File: config.mk
export PLATFORM = sky130hd
export DESIGN_NAME = cdb_arbiter
export DESIGN_NICKNAME = d
export VERILOG_FILES = /design/src/rtl/cdb_arbiter_pkg.sv /design/src/rtl/cdb_src_fifo.sv /design/src/rtl/cdb_arbiter.sv
export SDC_FILE = /design/constraint.sdc
export NUM_CORES = 1
export LEC_CHECK = 0
export CAP_MARGIN = 10
export CORE_ASPECT_RATIO = 1.2
export CORE_MARGIN = 2
export CORE_UTILIZATION = 46
export DETAILED_ROUTE_END_ITERATION = 7
export HOLD_SLACK_MARGIN = 0.1
export PLACE_DENSITY_LB_ADDON = 0.05
export RECOVER_POWER = 50
export SKIP_LAST_GASP = 1
export SYNTH_ARGS = -nofsm -noshare
export SYNTH_HDL_FRONTEND = slang
export SYNTH_SLANG_ARGS = --single-unit
File: constraint.sdc
create_clock -name in_clk -period 22.2 [get_ports in_clk]
set_clock_uncertainty 0.15 [all_clocks]
set_input_delay 3.33 -clock in_clk [delete_from_list [all_inputs] [get_ports in_clk]]
set_output_delay 3.33 -clock in_clk [all_outputs]
set_load 0.005 [all_outputs]
File: src/rtl/cdb_arbiter_pkg.sv
// Shared types and sizes for the common data bus arbiter.
//   nzcv_t      : condition flags carried with a result
//   cdb_entry_t : one queued/broadcast FU completion
package cdb_arbiter_pkg;

   localparam int unsigned ROB_IDX_SIZE = 6;
   localparam int unsigned GPR_SIZE     = 64;
   localparam int unsigned CDB_NUM_SRC  = 4;

   typedef struct packed {
      logic n;
      logic z;
      logic c;
      logic v;
   } nzcv_t;

   typedef struct packed {
      logic [ROB_IDX_SIZE-1:0] rob_idx;
      logic [GPR_SIZE-1:0]     value;
      logic                    set_nzcv;
      nzcv_t                   nzcv;
      logic                    is_mispred;
   } cdb_entry_t;

endpackage

File: src/rtl/cdb_src_fifo.sv
// Per-FU completion queue (power-of-2 depth, simultaneous push/pop allowed).
//   in_clk/in_rst : clock, async active-high reset
//   flush         : empties the queue; same-cycle push/pop ignored
//   push/din      : enqueue request and payload (ignored when full)
//   pop           : dequeue request (ignored when empty)
//   full/empty    : occupancy flags from registered count
//   head          : oldest entry
module cdb_src_fifo
   import cdb_arbiter_pkg::*;
#(
   parameter int unsigned QDEPTH = 2
) (
   input  logic       in_clk,
   input  logic       in_rst,
   input  logic       flush,
   input  logic       push,
   input  cdb_entry_t din,
   input  logic       pop,
   output logic       full,
   output logic       empty,
   output cdb_entry_t head
);

   localparam int unsigned PTR_W = $clog2(QDEPTH);
   localparam int unsigned CNT_W = PTR_W + 1;

   cdb_entry_t       mem [QDEPTH];
   logic [PTR_W-1:0] wr_ptr;
   logic [PTR_W-1:0] rd_ptr;
   logic [CNT_W-1:0] count;
   logic             do_push;
   logic             do_pop;

   assign full    = (count == CNT_W'(QDEPTH));
   assign empty   = (count == '0);
   assign head    = mem[rd_ptr];
   assign do_push = push && !full && !flush;
   assign do_pop  = pop && !empty && !flush;

   // Storage, pointers and occupancy; pointers wrap naturally at QDEPTH.
   always_ff @(posedge in_clk or posedge in_rst) begin
      if (in_rst) begin
         wr_ptr <= '0;
         rd_ptr <= '0;
         count  <= '0;
         for (int unsigned i = 0; i < QDEPTH; i++) begin
            mem[i] <= '0;
         end
      end else if (flush) begin
         wr_ptr <= '0;
         rd_ptr <= '0;
         count  <= '0;
      end else begin
         if (do_push) begin
            mem[wr_ptr] <= din;
            wr_ptr      <= wr_ptr + PTR_W'(1);
         end
         if (do_pop) begin
            rd_ptr <= rd_ptr + PTR_W'(1);
         end
         if (do_push && !do_pop) begin
            count <= count + CNT_W'(1);
         end else if (do_pop && !do_push) begin
            count <= count - CNT_W'(1);
         end
      end
   end

endmodule

File: src/rtl/cdb_arbiter.sv
// Common data bus arbiter: per-FU completion queues feeding a round-robin
// picker and a registered single-port ROB broadcast stage (valid/ready).
//   in_clk, in_rst        : clock, async active-high reset
//   in_flush              : drops all queued and staged results
//   in_fu_*               : per-FU completion (flattened NUM_SRC lanes)
//   out_fu_ready          : per-FU queue not full
//   in_rob_ready          : ROB accepts the staged broadcast
//   out_rob_*             : staged broadcast payload and valid
//   out_src_id            : FU that produced the staged result
module cdb_arbiter
   import cdb_arbiter_pkg::*;
#(
   parameter int unsigned NUM_SRC = CDB_NUM_SRC,
   parameter int unsigned QDEPTH  = 2,
   localparam int unsigned SRC_W  = (NUM_SRC > 1) ? $clog2(NUM_SRC) : 1
) (
   input  logic                            in_clk,
   input  logic                            in_rst,
   input  logic                            in_flush,
   input  logic [NUM_SRC-1:0]              in_fu_done,
   input  logic [NUM_SRC*ROB_IDX_SIZE-1:0] in_fu_dst_rob_index,
   input  logic [NUM_SRC*GPR_SIZE-1:0]     in_fu_value,
   input  logic [NUM_SRC-1:0]              in_fu_set_nzcv,
   input  logic [NUM_SRC*4-1:0]            in_fu_nzcv,
   input  logic [NUM_SRC-1:0]              in_fu_is_mispred,
   output logic [NUM_SRC-1:0]              out_fu_ready,
   input  logic                            in_rob_ready,
   output logic                            out_rob_done,
   output logic [ROB_IDX_SIZE-1:0]         out_rob_dst_rob_index,
   output logic [GPR_SIZE-1:0]             out_rob_value,
   output logic                            out_rob_set_nzcv,
   output logic [3:0]                      out_rob_nzcv,
   output logic                            out_rob_is_mispred,
   output logic [SRC_W-1:0]                out_src_id
);

   cdb_entry_t         fu_entry [NUM_SRC];
   cdb_entry_t         head     [NUM_SRC];
   cdb_entry_t         grant_entry;
   logic [NUM_SRC-1:0] full;
   logic [NUM_SRC-1:0] empty;
   logic [NUM_SRC-1:0] push;
   logic [NUM_SRC-1:0] pop;
   logic [SRC_W-1:0]   rr_ptr;
   logic [SRC_W-1:0]   winner;
   logic [SRC_W-1:0]   rr_next;
   logic               grant_valid;
   logic               load;

   assign out_fu_ready = ~full;
   assign load         = !out_rob_done || in_rob_ready;

   // Per-source payload unpacking and queue instances.
   for (genvar g = 0; g < NUM_SRC; g++) begin : g_src
      assign fu_entry[g] = '{
         rob_idx:    in_fu_dst_rob_index[g*ROB_IDX_SIZE +: ROB_IDX_SIZE],
         value:      in_fu_value[g*GPR_SIZE +: GPR_SIZE],
         set_nzcv:   in_fu_set_nzcv[g],
         nzcv:       nzcv_t'(in_fu_nzcv[g*4 +: 4]),
         is_mispred: in_fu_is_mispred[g]
      };
      assign push[g] = in_fu_done[g] && !full[g] && !in_flush;
      assign pop[g]  = load && grant_valid && !in_flush && (winner == SRC_W'(g));

      cdb_src_fifo #(.QDEPTH(QDEPTH)) u_fifo (
         .in_clk (in_clk),
         .in_rst (in_rst),
         .flush  (in_flush),
         .push   (push[g]),
         .din    (fu_entry[g]),
         .pop    (pop[g]),
         .full   (full[g]),
         .empty  (empty[g]),
         .head   (head[g])
      );
   end

   // Round-robin pick: first non-empty queue at or after rr_ptr, with wrap.
   always_comb begin
      int unsigned cand;
      grant_valid = 1'b0;
      winner      = '0;
      cand        = 0;
      for (int unsigned k = 0; k < NUM_SRC; k++) begin
         cand = (32'(rr_ptr) + k) % NUM_SRC;
         if (!grant_valid && !empty[SRC_W'(cand)]) begin
            grant_valid = 1'b1;
            winner      = SRC_W'(cand);
         end
      end
      grant_entry = head[winner];
      rr_next     = (winner == SRC_W'(NUM_SRC - 1)) ? '0 : winner + SRC_W'(1);
   end

   // Broadcast stage; payload only changes on a grant so it holds under stall.
   always_ff @(posedge in_clk or posedge in_rst) begin
      if (in_rst) begin
         out_rob_done          <= 1'b0;
         out_rob_dst_rob_index <= '0;
         out_rob_value         <= '0;
         out_rob_set_nzcv      <= 1'b0;
         out_rob_nzcv          <= '0;
         out_rob_is_mispred    <= 1'b0;
         out_src_id            <= '0;
         rr_ptr                <= '0;
      end else if (in_flush) begin
         out_rob_done <= 1'b0;
         rr_ptr       <= '0;
      end else if (load) begin
         if (grant_valid) begin
            out_rob_done          <= 1'b1;
            out_rob_dst_rob_index <= grant_entry.rob_idx;
            out_rob_value         <= grant_entry.value;
            out_rob_set_nzcv      <= grant_entry.set_nzcv;
            out_rob_nzcv          <= grant_entry.nzcv;
            out_rob_is_mispred    <= grant_entry.is_mispred;
            out_src_id            <= winner;
            rr_ptr                <= rr_next;
         end else begin
            out_rob_done <= 1'b0;
         end
      end
   end

endmodule

### Word-level counts from Yosys, hierarchy flattened

Cells that the tools add are included.
Widths: inputs -> output; s select.

| storage, ports and cells | value |
|---|---|
| register bits | 705 |
| output and inout bits | 83 |

| operators by class | value |
|---|---|
| add/sub/neg operators | 20 |
| order comparisons | 17 |
| equal/unequal tests | 7 |
| multiplexer cells | 78 |
| bitwise logic cells | 11 |
| reduce and logical (&&, ||, !) cells | 94 |

Operators by type and width:

| operator | number |
|---|---|
| $mux 76 | 18 |
| $bwmux 152 | 4 |
| $demux 76 s1 | 4 |
| $bmux 76 s2 | 1 |
| $logic_and 1x1->1 | 45 |
| $mux 2 | 20 |
| $mux 1 | 27 |
| $logic_not 1->1 | 23 |
| $reduce_bool 2->1 | 10 |
| $ge 2x2->1 const B | 8 |
| $not 1->2 | 8 |
| $add 2x1->2 const B | 6 |
| $eq 2x2->1 const B | 6 |
| $lt 2x3->1 const B | 4 |
| $reduce_bool 3->1 | 4 |
| $logic_not 2->1 | 5 |
| $reduce_and 2->1 | 5 |
| $add 1x1->1 const B | 8 |
| $bmux 1 s2 | 4 |
| $lt 2x1->1 const B | 4 |
| $sub 2x1->2 const B | 4 |
| $add 2x2->2 const B | 2 |
| $not 4->4 | 1 |
| $ge 3x3->1 const B | 1 |
| 5 further kinds | 5 |

### Longest topological paths before layout

| logic depth | value |
|---|---|
| depth after elaboration | 21 |
| depth in mapped cells | 11 |
| mapped depth without buffers | 9 |

### Modules after synthesis

Synthesis repeated with hierarchy kept, for this count alone.

| unflattened totals | value |
|---|---|
| cell total of the unflattened synthesis | 2379 |
| area, all modules | 32711.4 um2 |

Modules (own cells, without submodules):

| module | times used | cells an instance | area an instance (um2) | sequential area each (um2) |
|---|---|---|---|---|
| cdb_src_fifo | 4 | 431 | 6747.7 | 3903.7 |
| cdb_arbiter | 1 | 655 | 5720.5 | 2026.9 |

### Least setup slack after synthesis

No wires, ideal clock.

| timing | value |
|---|---|
| path kind | input -> register |
| start point | input in_flush |
| end point | register g_src[1].u_fifo.mem[10] (netlist bit) |
| setup time | 0.125 ns |
| data arrival time | 4.595 ns |
| slack | 17.330 ns |
| cell stages on the path | 5 |
| cells stage by stage | clkinv_1 nand4_1 clkbuf_1 buf_2 mux2_2 |

| between the ends | value |
|---|---|
| longest elaborated chain between the ends | 5 |
| elaborated cells between the ends (all ways) | 6 |
| those cells by class | bitwise: 1; reduce/logical: 5 |

RTL lines:

| item | line | text |
|---|---|---|
| from (decl) | cdb_arbiter.sv:19 | `input logic in_flush,` |
| $logic_not 1->1 | cdb_src_fifo.sv:37, cdb_arbiter.sv:62 |  |
| $logic_and 1x1->1 | cdb_arbiter.sv:62 | `assign push[g] = in_fu_done[g] && !full[g] && !in_flush;` |
| $logic_and 1x1->1 (2 in a row) | cdb_src_fifo.sv:37 | `assign do_push = push && !full && !flush;` |
| $reduce_and 2->1 (no source line) * | - |  |
| to (signal, indexed assignment) | cdb_src_fifo.sv:55 | `mem[wr_ptr] <= din;` |
| to (decl) | cdb_src_fifo.sv:27 | `cdb_entry_t mem [QDEPTH];` |

Every way passes the cells marked *; elsewhere a longest branch is shown, timed or not.
A chain may end at the register's enable or synchronous reset.

==> metrics.yaml <==
sta:
  fmax_mhz: 98.04
  hold_violations: 0
  rsz0062_at_grt: "no"
  finalSetupViolations: 0
  post-route-min-period_ns: 10.20
  slew_headroom: -1.696
  slew_violations: 791
  fin_crit_sh: 0.4594
  fin_ws_ns: 12.00
  finalSetupTns_ns: 0
  tightest_slew_ns: 4.043
worst_setup_path:
  start_kind: "primary input"
  crit_fanout: 67
  crit_type: "in2async"
  required_ns: 22.68
  arrival_ns: 10.68
  crit_path_end_kind: "async pin"
cts:
  cts_setup_buffers: 0
  ctsHoldBuffers: 0
  numCtsBuffers: 74
  htreeDepth: 3
  cts-resized-gates: 0
  clock_latency_ns: 0.61
  clk_pin_slew_ns: 0.07
  cts_root_buf: "clkbuf_16"
  cts_buffer_depth: 3
  cts.sinks: 705
  cts_tree: "yes"
cells_and_area:
  instances_no_fill: 3554
  final_nets: 2885
  final_util: 0.5635
  drive_above_1_share: 0.3406
  nFillCells: 5748
  synthToLayoutAreaGrowth_pct: 21.95
  design_area_um2: 39090
synthesis:
  syn_inst: 2241
  ys_async_sr_fraction: 1.000
  ys_types: 54
  netlist_area_um2: 32050
  syn_area_per_cell_um2: 14.30
  synth_ff_type: "dfrtp_1"
  synth_top_area_frac: 0.5504
  synth-seq-cells: 705
  synth_edf_count: 0
  yosysTopAreaCell: "dfrtp_1"
  synth_warnings: 0
  yosysSeqAreaShare: 0.5504
  synthTopCellsByArea: "dfrtp_1, mux2_2, mux2i_1"
  synth_nets: 2554
floorplan:
  die-height_um: 293.2
  pin_count: 395
  die-area_um2: 71820
  core_area_um2: 69360
  die_width_um: 245.0
  rows: 106
  initial_core_util: 0.4621
place:
  io_buffers: 394
  dpl.cell_count: 3414
  finalWeightedCongestion: 0.7964
  placed_area_um2: 36730
  dp.final_hpwl_um: 61100
  pre_cts_ws_ns: 15.22
pwr:
  ir_worst_vdd_v: 0.00007245
  swShare: 0.3323
  p_leak_nw: 15.54
  p_switching_mw: 1.702
  pwr-share-seq: 0.409
  intPower_mw: 3.421
  powerDensity_nw_per_um2: 131.1
  clkPwrFrac: 0.243
  combPwrFrac: 0.348
grt:
  grt_pass1_wl_um: 137800
  grtUsageTotal: 0.2576
  grt-ovfl-total: 0
  grt_max_degree: 175
  grt_pass1_vias: 21350
  antenna_found_initial: 15
route:
  vias: 20500
  drt-wirelength-per-cell_um: 26.08
  routed_wl_um: 92680
  drc_errors: 0
  drt-vias-per-instance: 5.767
  first_pass_iters: 5
  ant_nets: 0
  drt_iter0_markers: 1108
min_path:
  hold_path_class: "reg2reg"
flow_run:
  maxCapViolCount: 18
status:
  violations: "max-capacitance violations, max-slew violations"
  status: "finished with violations"
## final cells by class
| class | instances | area [um^2] | area share |
|---|---|---|---|
| Timing Repair Buffer | 433 | 4185 | 0.1071 |
| Multi-Input combinational cell | 1350 | 13600 | 0.3479 |
| Clock inverter | 12 | 117.6 | 0.003009 |
| Clock buffer | 120 | 2331 | 0.05963 |
| Tap cell | 918 | 1149 | 0.02938 |
| Inverter | 8 | 31.28 | 0.0008002 |
| Sequential cell | 705 | 17660 | 0.4517 |
| Antenna cell | 8 | 20.02 | 0.0005121 |
## placed cells by master, fill, tap and decap left out, types with 3 or more instances in the layout
master and count:
clkbuf_16 79, o211ai_1 15, nand4_1 12, nand2_1 18, clkbuf_1 38, clkdlybuf4s50_1 309
inv_1 6, clkinv_2 8, o221ai_2 50, a221o_1 18, o21ai_0 7, a31oi_1 71
nor3_1 8, mux2_2 690, diode_2 8, o22a_1 52, nand3_1 3, mux2i_1 249
a21o_1 4, nand2b_1 6, a211oi_1 73, o21bai_1 3, dfrtp_1 701, dlygate4sd3_1 85
nor2b_1 3, or2_2 4, clkbuf_8 20, a21oi_1 8, dfrtp_4 4, xor2_1 5
nor2_1 17, buf_4 21
## worst paths after layout
kind	startpoint	endpoint	slack, ns	cells after the start
setup / recovery	in_rst	g_src[2].u_fifo.mem[104]$_DFFE_PP0P_	12.00	5
hold / removal	out_src_id[0]$_DFFE_PP0P_	out_src_id[0]$_DFFE_PP0P_	0.34	2
setup reg to reg	g_src[2].u_fifo.count[0]$_DFFE_PP0P_	g_src[2].u_fifo.rd_ptr$_DFFE_PP0P_	12.72	11
hold reg to reg	out_src_id[0]$_DFFE_PP0P_	out_src_id[0]$_DFFE_PP0P_	0.34	2
max in group in_clk	g_src[2].u_fifo.count[0]$_DFFE_PP0P_	g_src[2].u_fifo.rd_ptr$_DFFE_PP0P_	12.72	11
min in group asynchronous	in_rst	g_src[0].u_fifo.mem[93]$_DFFE_PP0P_	3.16	2
## layer usage
metal,share of wire,vias up,GRT usage
met5,0.00085,-,0
met4,0.025,12,0.08180
met1,0.46,10800,0.3681
met2,0.46,506,0.3956
met3,0.057,114,0.05060
li1,-,9065,-
## flip-flops by register name, indices dropped and copies added (netlist names), 2 cells and up
name                   flops
g_src.u_fifo.count         8
out_rob_value             64
g_src.u_fifo.rd_ptr        4
g_src.u_fifo.wr_ptr        4
rr_ptr                     2
out_rob_dst_rob_index      6
g_src.u_fifo.mem         608
out_src_id                 2
out_rob_nzcv               4
## worst max-delay path: stages
cell           delay (ns)
dlygate4sd3_1        0.54
clkinvlp_2           0.54
clkbuf_1             2.49
clkbuf_1             2.69
buf_4                0.97
## power by group through the flow
stage / clock network [mW] / registers (mW) / logic [mW]
2_1_floorplan: 0 / 2.01 / 1.23
3_3_place_gp: 0 / 2.09 / 1.78
3_5_place_dp: 0 / 2.12 / 1.82
4_1_cts: 1.28 / 2.10 / 1.82
5_1_grt: 1.34 / 2.16 / 1.91
6_report: 1.25 / 2.10 / 1.78
## metrics by stage
step / total power, mW / hold slack (ns)
after floorplan: 3.242 / 0.3199
after global placement: 3.864 / 0.3168
after detailed placement: 3.937 / 0.3254
after CTS: 5.202 / 0.3406
after global routing: 5.409 / 0.3565
final: 5.124 / 0.3358
## Yosys cell counts (8+ instances only)
master    number
dfrtp_1      705
a21oi_1        9
clkbuf_1      80
mux2i_1      249
o221ai_2      50
nand4_1       12
nor2_1        17
buf_2         59
a221o_1       18
a31oi_1       71
a211oi_1      73
nor3_1         8
buf_1         26
nand2_1       20
mux2_2       690
o22a_1        52
o211ai_1      14
buf_6          9
## cells by family (layout without fill, tap and decap cells)
family	Yosys count	after routing	synth area share
compound gates	320	320	0.08705
xor+xnor	6	6	0.001639
flops	705	705	0.5504
other cells	0	8	0
fa+ha+maj	1	1	0.0003903
buf+inv	186	573	0.02666
mux	939	939	0.3202
simple gates	84	84	0.01370
(Power assumes the default switching activity.)
